File: src/rtl/reg_pkg.sv
// Shared types and constants for the valid/ready skid register slice.
package reg_pkg;

  // Occupancy states: no beat, main register only, main plus skid.
  typedef enum logic [1:0] {
    EMPTY = 2'd0,
    BUSY  = 2'd1,
    FULL  = 2'd2
  } skid_state_t;

  // Number of beats the slice can hold (main + skid).
  localparam int SKID_DEPTH = 2;

  // Width of the occupancy count, wide enough for 0..SKID_DEPTH.
  localparam int CNT_W = $clog2(SKID_DEPTH + 1);

  // Map occupancy state to stored-beat count.
  function automatic logic [CNT_W-1:0] state_count(input skid_state_t s);
    case (s)
      BUSY:    state_count = CNT_W'(1);
      FULL:    state_count = CNT_W'(2);
      default: state_count = '0;
    endcase
  endfunction

endpackage

File: src/rtl/reg_skid_slice.sv
// Full-throughput valid/ready register slice. Both the forward path
// (valid/data) and the backward path (ready) come straight from flops, so
// neither side sees a combinational path through this stage. A skid register
// catches the one beat already in flight when the consumer drops ready.
module reg_skid_slice
  import reg_pkg::*;
#(
  parameter int DATA_W = 32
) (
  input  logic              clk_i,
  input  logic              rst_n_i,
  input  logic              flush_i,
  input  logic              s_valid_i,
  output logic              s_ready_o,
  input  logic [DATA_W-1:0] s_data_i,
  output logic              m_valid_o,
  input  logic              m_ready_i,
  output logic [DATA_W-1:0] m_data_o,
  output logic [CNT_W-1:0]  count_o
);

  skid_state_t       state, state_nxt;
  logic [DATA_W-1:0] main_q, skid_q;
  logic              main_en, main_from_skid, skid_en;
  logic              push, pop;

  // Ready/valid/count are pure decodes of the state flop.
  assign s_ready_o = (state != FULL);
  assign m_valid_o = (state != EMPTY);
  assign count_o   = state_count(state);
  assign m_data_o  = main_q;

  assign push = s_valid_i & s_ready_o;
  assign pop  = m_valid_o & m_ready_i;

  // Next-state and register-enable decode; flush overrides any handshake.
  always_comb begin
    state_nxt      = state;
    main_en        = 1'b0;
    main_from_skid = 1'b0;
    skid_en        = 1'b0;
    if (flush_i) begin
      state_nxt = EMPTY;
    end else begin
      case (state)
        EMPTY: begin
          if (push) begin
            state_nxt = BUSY;
            main_en   = 1'b1;
          end
        end
        BUSY: begin
          if (push && pop) begin
            main_en = 1'b1;
          end else if (push) begin
            state_nxt = FULL;
            skid_en   = 1'b1;
          end else if (pop) begin
            state_nxt = EMPTY;
          end
        end
        FULL: begin
          // s_ready_o is low here, so only a pop can occur.
          if (pop) begin
            state_nxt      = BUSY;
            main_en        = 1'b1;
            main_from_skid = 1'b1;
          end
        end
        default: state_nxt = EMPTY;
      endcase
    end
  end

  // Occupancy state register.
  always_ff @(posedge clk_i or negedge rst_n_i) begin
    if (!rst_n_i) state <= EMPTY;
    else          state <= state_nxt;
  end

  // Main register: head of the queue, drives m_data_o directly.
  always_ff @(posedge clk_i or negedge rst_n_i) begin
    if (!rst_n_i)     main_q <= '0;
    else if (main_en) main_q <= main_from_skid ? skid_q : s_data_i;
  end

  // Skid register: holds the second beat while the consumer stalls.
  always_ff @(posedge clk_i or negedge rst_n_i) begin
    if (!rst_n_i)     skid_q <= '0;
    else if (skid_en) skid_q <= s_data_i;
  end

endmodule

File: config.mk
export PLATFORM = sky130hd
export DESIGN_NAME = reg_skid_slice
export DESIGN_NICKNAME = d
export VERILOG_FILES = /design/src/rtl/reg_pkg.sv /design/src/rtl/reg_skid_slice.sv
export SDC_FILE = /design/constraint.sdc
export NUM_CORES = 1
export LEC_CHECK = 0
export ABC_AREA = 1
export CORE_ASPECT_RATIO = 0.9
export CORE_MARGIN = 4
export CORE_UTILIZATION = 44
export CTS_CLUSTER_DIAMETER = 80
export CTS_CLUSTER_SIZE = 24
export DETAILED_ROUTE_END_ITERATION = 16
export PLACE_DENSITY = 0.75
export SYNTH_ARGS = -nofsm -noshare
export SYNTH_HDL_FRONTEND = slang
export SYNTH_SLANG_ARGS = --single-unit
File: constraint.sdc
create_clock -name clk_i -period 1.1 [get_ports clk_i]
set_input_delay 0.275 -clock clk_i [delete_from_list [all_inputs] [get_ports clk_i]]
set_output_delay 0.275 -clock clk_i [all_outputs]
set_load 0.01 [all_outputs]
==> results.py <==
metrics = {
    "clock_tree": {
        "cts_root_buf": "clkbuf_8",
        "clk_latency_ps": 330,
        "cts_tree": "yes",
        "clock-sinks": 66,
        "cts_max_level": 3,
        "cts-buffers-inserted": 9,
        "clockBufferDepth": 2,
        "path_clk_slew_ps": 70,
    },
    "detailed_routing": {
        "postRouteAntennaNets": 0,
        "drc": 0,
        "wl_per_cell_um": 15.5,
        "totalWireLength_mm": 9.26,
        "via_per_inst": 4.99,
        "drt_iter0_drc": 204,
        "vias": 2988,
        "drt_pass1_iterations": 5,
    },
    "layout": {
        "nFillCells": 484,
        "final_cell_area_um2": 4780,
        "area_growth_pct": 62.1,
        "nNetsFinal": 542,
        "drive_gt1_share_pct": 34.8,
        "diodes": 0,
    },
    "logic_synthesis": {
        "yosys.area.top_type": "dfrtp_1",
        "synth_xor_area_share_pct": 0,
        "synth_top_family_by_area": "simple AND/OR/NAND/NOR gates",
        "synth-seq-cells": 66,
        "synth-compound-area-share_pct": 11.0,
        "syn-cell-area_um2": 2950,
        "postSynthCellCount": 374,
        "postSynthNetCount": 411,
        "ys_seq_area_share_pct": 56.1,
        "synthMuxAreaShare_pct": 0,
        "synthTopCellsByArea": "dfrtp_1, nand2_1, o21ai_0, inv_1, o21ai_1",
        "synth_adder_area_share_pct": 0,
        "synth.top_cell.area_share_pct": 56.1,
        "yosys.area_share.simple_pct": 24.2,
        "ys_types": 15,
        "yosys_warnings": 0,
        "syn-mean-instance-area_um2": 7.88,
    },
    "critical_path": {
        "cp_num_buf_inv": 3,
        "startpoint_type": "flip-flop",
        "worst_setup_path_end_kind": "flip-flop",
        "crit_family": "simple AND/OR/NAND/NOR gates",
        "critical_path_arrival_ps": 1790,
        "cp.required_ps": 1320,
        "path_cells": "buf_6 -> buf_4 -> nor2_4 -> nand2_8 -> clkbuf_16 -> nand2_1 -> o21ai_1 -> nand2_1 -> nand2_1",
        "critPathSlowestCell": "dfrtp_1",
        "crit_type": "flip-flop to flip-flop",
        "max_stage_delay_ps": 400,
        "crit_path_frequent_cell": "nand2_1",
        "worst-path-max-fanout": 8,
        "startpoint": "state[0]",
        "timing.rr.start": "state[0]",
    },
    "status": {
        "violations": "negative setup slack",
        "status": "complete, but fails checks",
    },
    "power_and_ir_drop": {
        "p_leak_nw": 2.47,
        "clkPwrFrac_pct": 21.1,
        "switching_share_pct": 33.0,
        "total_power_mw": 8.72,
        "p_per_area_nw_per_um2": 1830,
        "share_comb_of_total_power_pct": 36.8,
        "seqPwrFrac_pct": 42.1,
        "p_int_mw": 5.84,
        "net-switching-power_mw": 2.88,
        "vdd_drop_max_uv": 860,
    },
    "floorplan": {
        "num_io_pins": 73,
        "die-area_um2": 8070,
        "die_x_um": 94.2,
        "core_area_um2": 6550,
        "core.rowCount": 28,
        "start_util_pct": 45.0,
        "die_h_um": 85.6,
    },
    "global_route": {
        "grt_start_max_net_pins": 67,
        "track_usage_pct": 19.5,
        "antenna_found_initial": 0,
        "grt_pass1_wl_mm": 12.4,
        "grt-ovfl-total": 0,
        "grt_pass1_vias": 2590,
    },
    "placement": {
        "gp_congestion": 0.801,
        "numPortBuffers": 72,
        "place_area_um2": 3970,
        "dp.final_hpwl_mm": 4.56,
    },
    "sta": {
        "finClkSkew_ps": 9.14,
        "setup_ws_ps": -473,
        "fin_hold_ws_ps": 479,
        "relSlewSlack_pct": 76.0,
        "fmax_mhz": 636,
        "drv_slew": 0,
        "period_needed_ps": 1570,
        "finalHoldViolCount": 0,
        "worstMarginPinSlew_ps": 359,
        "setup_viol": 101,
        "grt_setup_unrepaired": "yes",
        "finalCritPeriodShare_pct": 143,
    },
    "run": {
        "cap_violations": 0,
    },
    "hold_path": {
        "min_path_type": "primary input to asynchronous set/reset pin",
    },
}
-- state kept, by name, indices dropped and copies added, names as in the netlist --
name      flops
m_data_o     32
skid_q       32
state         2
-- Yosys cell counts (all sizes together) --
cell type / n
nand3: 4
clkinv: 1
dfrtp: 66
buf: 19
o21ai: 65
nor2: 7
nand2: 170
inv: 40
nand4: 2
-- logic make-up after synthesis --
group / count (synthesis)
compound gates: 65
buf+inv: 60
flops: 66
simple gates: 183
-- cell type report --
class,count,area (µm²),share of cell area [%]
clock inverter,2,12.5,0.262
timing repair buffer,139,1380,28.9
tap,90,113,2.36
sequential,66,1650,34.6
clock buffer,13,159,3.33
inverter,41,165,3.46
multi-input combinational,248,1300,27.1
-- metal layers --
| metal | up-vias | share of wire (%) | global-route usage (%) |
|---|---|---|---|
| met3 | 15 | 6.3 | 3.95 |
| met5 | - | 0 | 0 |
| met4 | 0 | 1.5 | 6.56 |
| met1 | 1439 | 43 | 27.9 |
| met2 | 113 | 49 | 30.0 |
| li1 | 1421 | - | - |
-- repair_timing --
action | CTS | global route
gates resized for setup | 178 | 72
endpoints found under the hold margin | 66 | 0
setup buffers | 14 | 19
pin swaps | 2 | 9
gates cloned | 2 | 9
hold buffers | 1 | 0
setup endpoints to repair | 102 | 102
-- tightest hold or removal path: stages --
cell and delay (ps):
dlygate4sd3_1 520, buf_2 120, buf_12 300
-- power by group through the flow --
stage / combinational, mW / sequential [mW] / clock, mW
after global placement: 2.41 / 3.68 / 0
after floorplan: 1.05 / 3.78 / 0
after CTS: 2.51 / 3.64 / 1.84
final: 3.21 / 3.67 / 1.84
after global routing: 3.54 / 3.76 / 2.00
after detailed placement: 2.48 / 3.70 / 0
-- worst paths after layout --
| path | end | slack (ps) | cells past startpoint |
|---|---|---|---|
| setup / recovery | m_data_o[27] | -470 | 9 |
| hold / removal | m_data_o[18] | 480 | 3 |
| setup reg to reg | m_data_o[27] | -470 | 9 |
| hold reg to reg | m_data_o[25] | 480 | 2 |
| max in group asynchronous | m_data_o[7] | 310 | 3 |
| min in group clk_i | m_data_o[25] | 480 | 2 |
-- placed cells by master, fill, tap and decap left out, types with 2 or more instances in the layout --
cell type        Yosys  routed
nand3_4              0       2
buf_12               0       8
dfrtp_1             66      66
nand2_1            170     139
nor2_4               1       5
nand4_1              2       2
nand2_4              0       6
clkbuf_8             0      11
inv_1               38      38
nand2_2              0      23
nand3_2              1       2
clkinv_2             0       2
buf_4                3      40
clkdlybuf4s50_1      0      35
o21ai_2              0      17
o21ai_0             45      12
nand2_8              0       2
buf_6                0      16
clkbuf_16            0       8
o21ai_1             20      36
clkbuf_1             0       2
buf_2               16      30
-- stage by stage --
step | cells | TNS [ps] | worst slack, ps | util, %
after floorplan | 374 | -8570 | -157 | -
after global placement | 542 | -34620 | -538 | 60.6
after detailed placement | 542 | -36790 | -573 | 60.6
after CTS | 574 | -21020 | -365 | 64.4
after global routing | 599 | -34860 | -524 | 72.9
final | 599 | -28390 | -473 | 72.9
No activity file was read; power rests on OpenSTA's default activity.
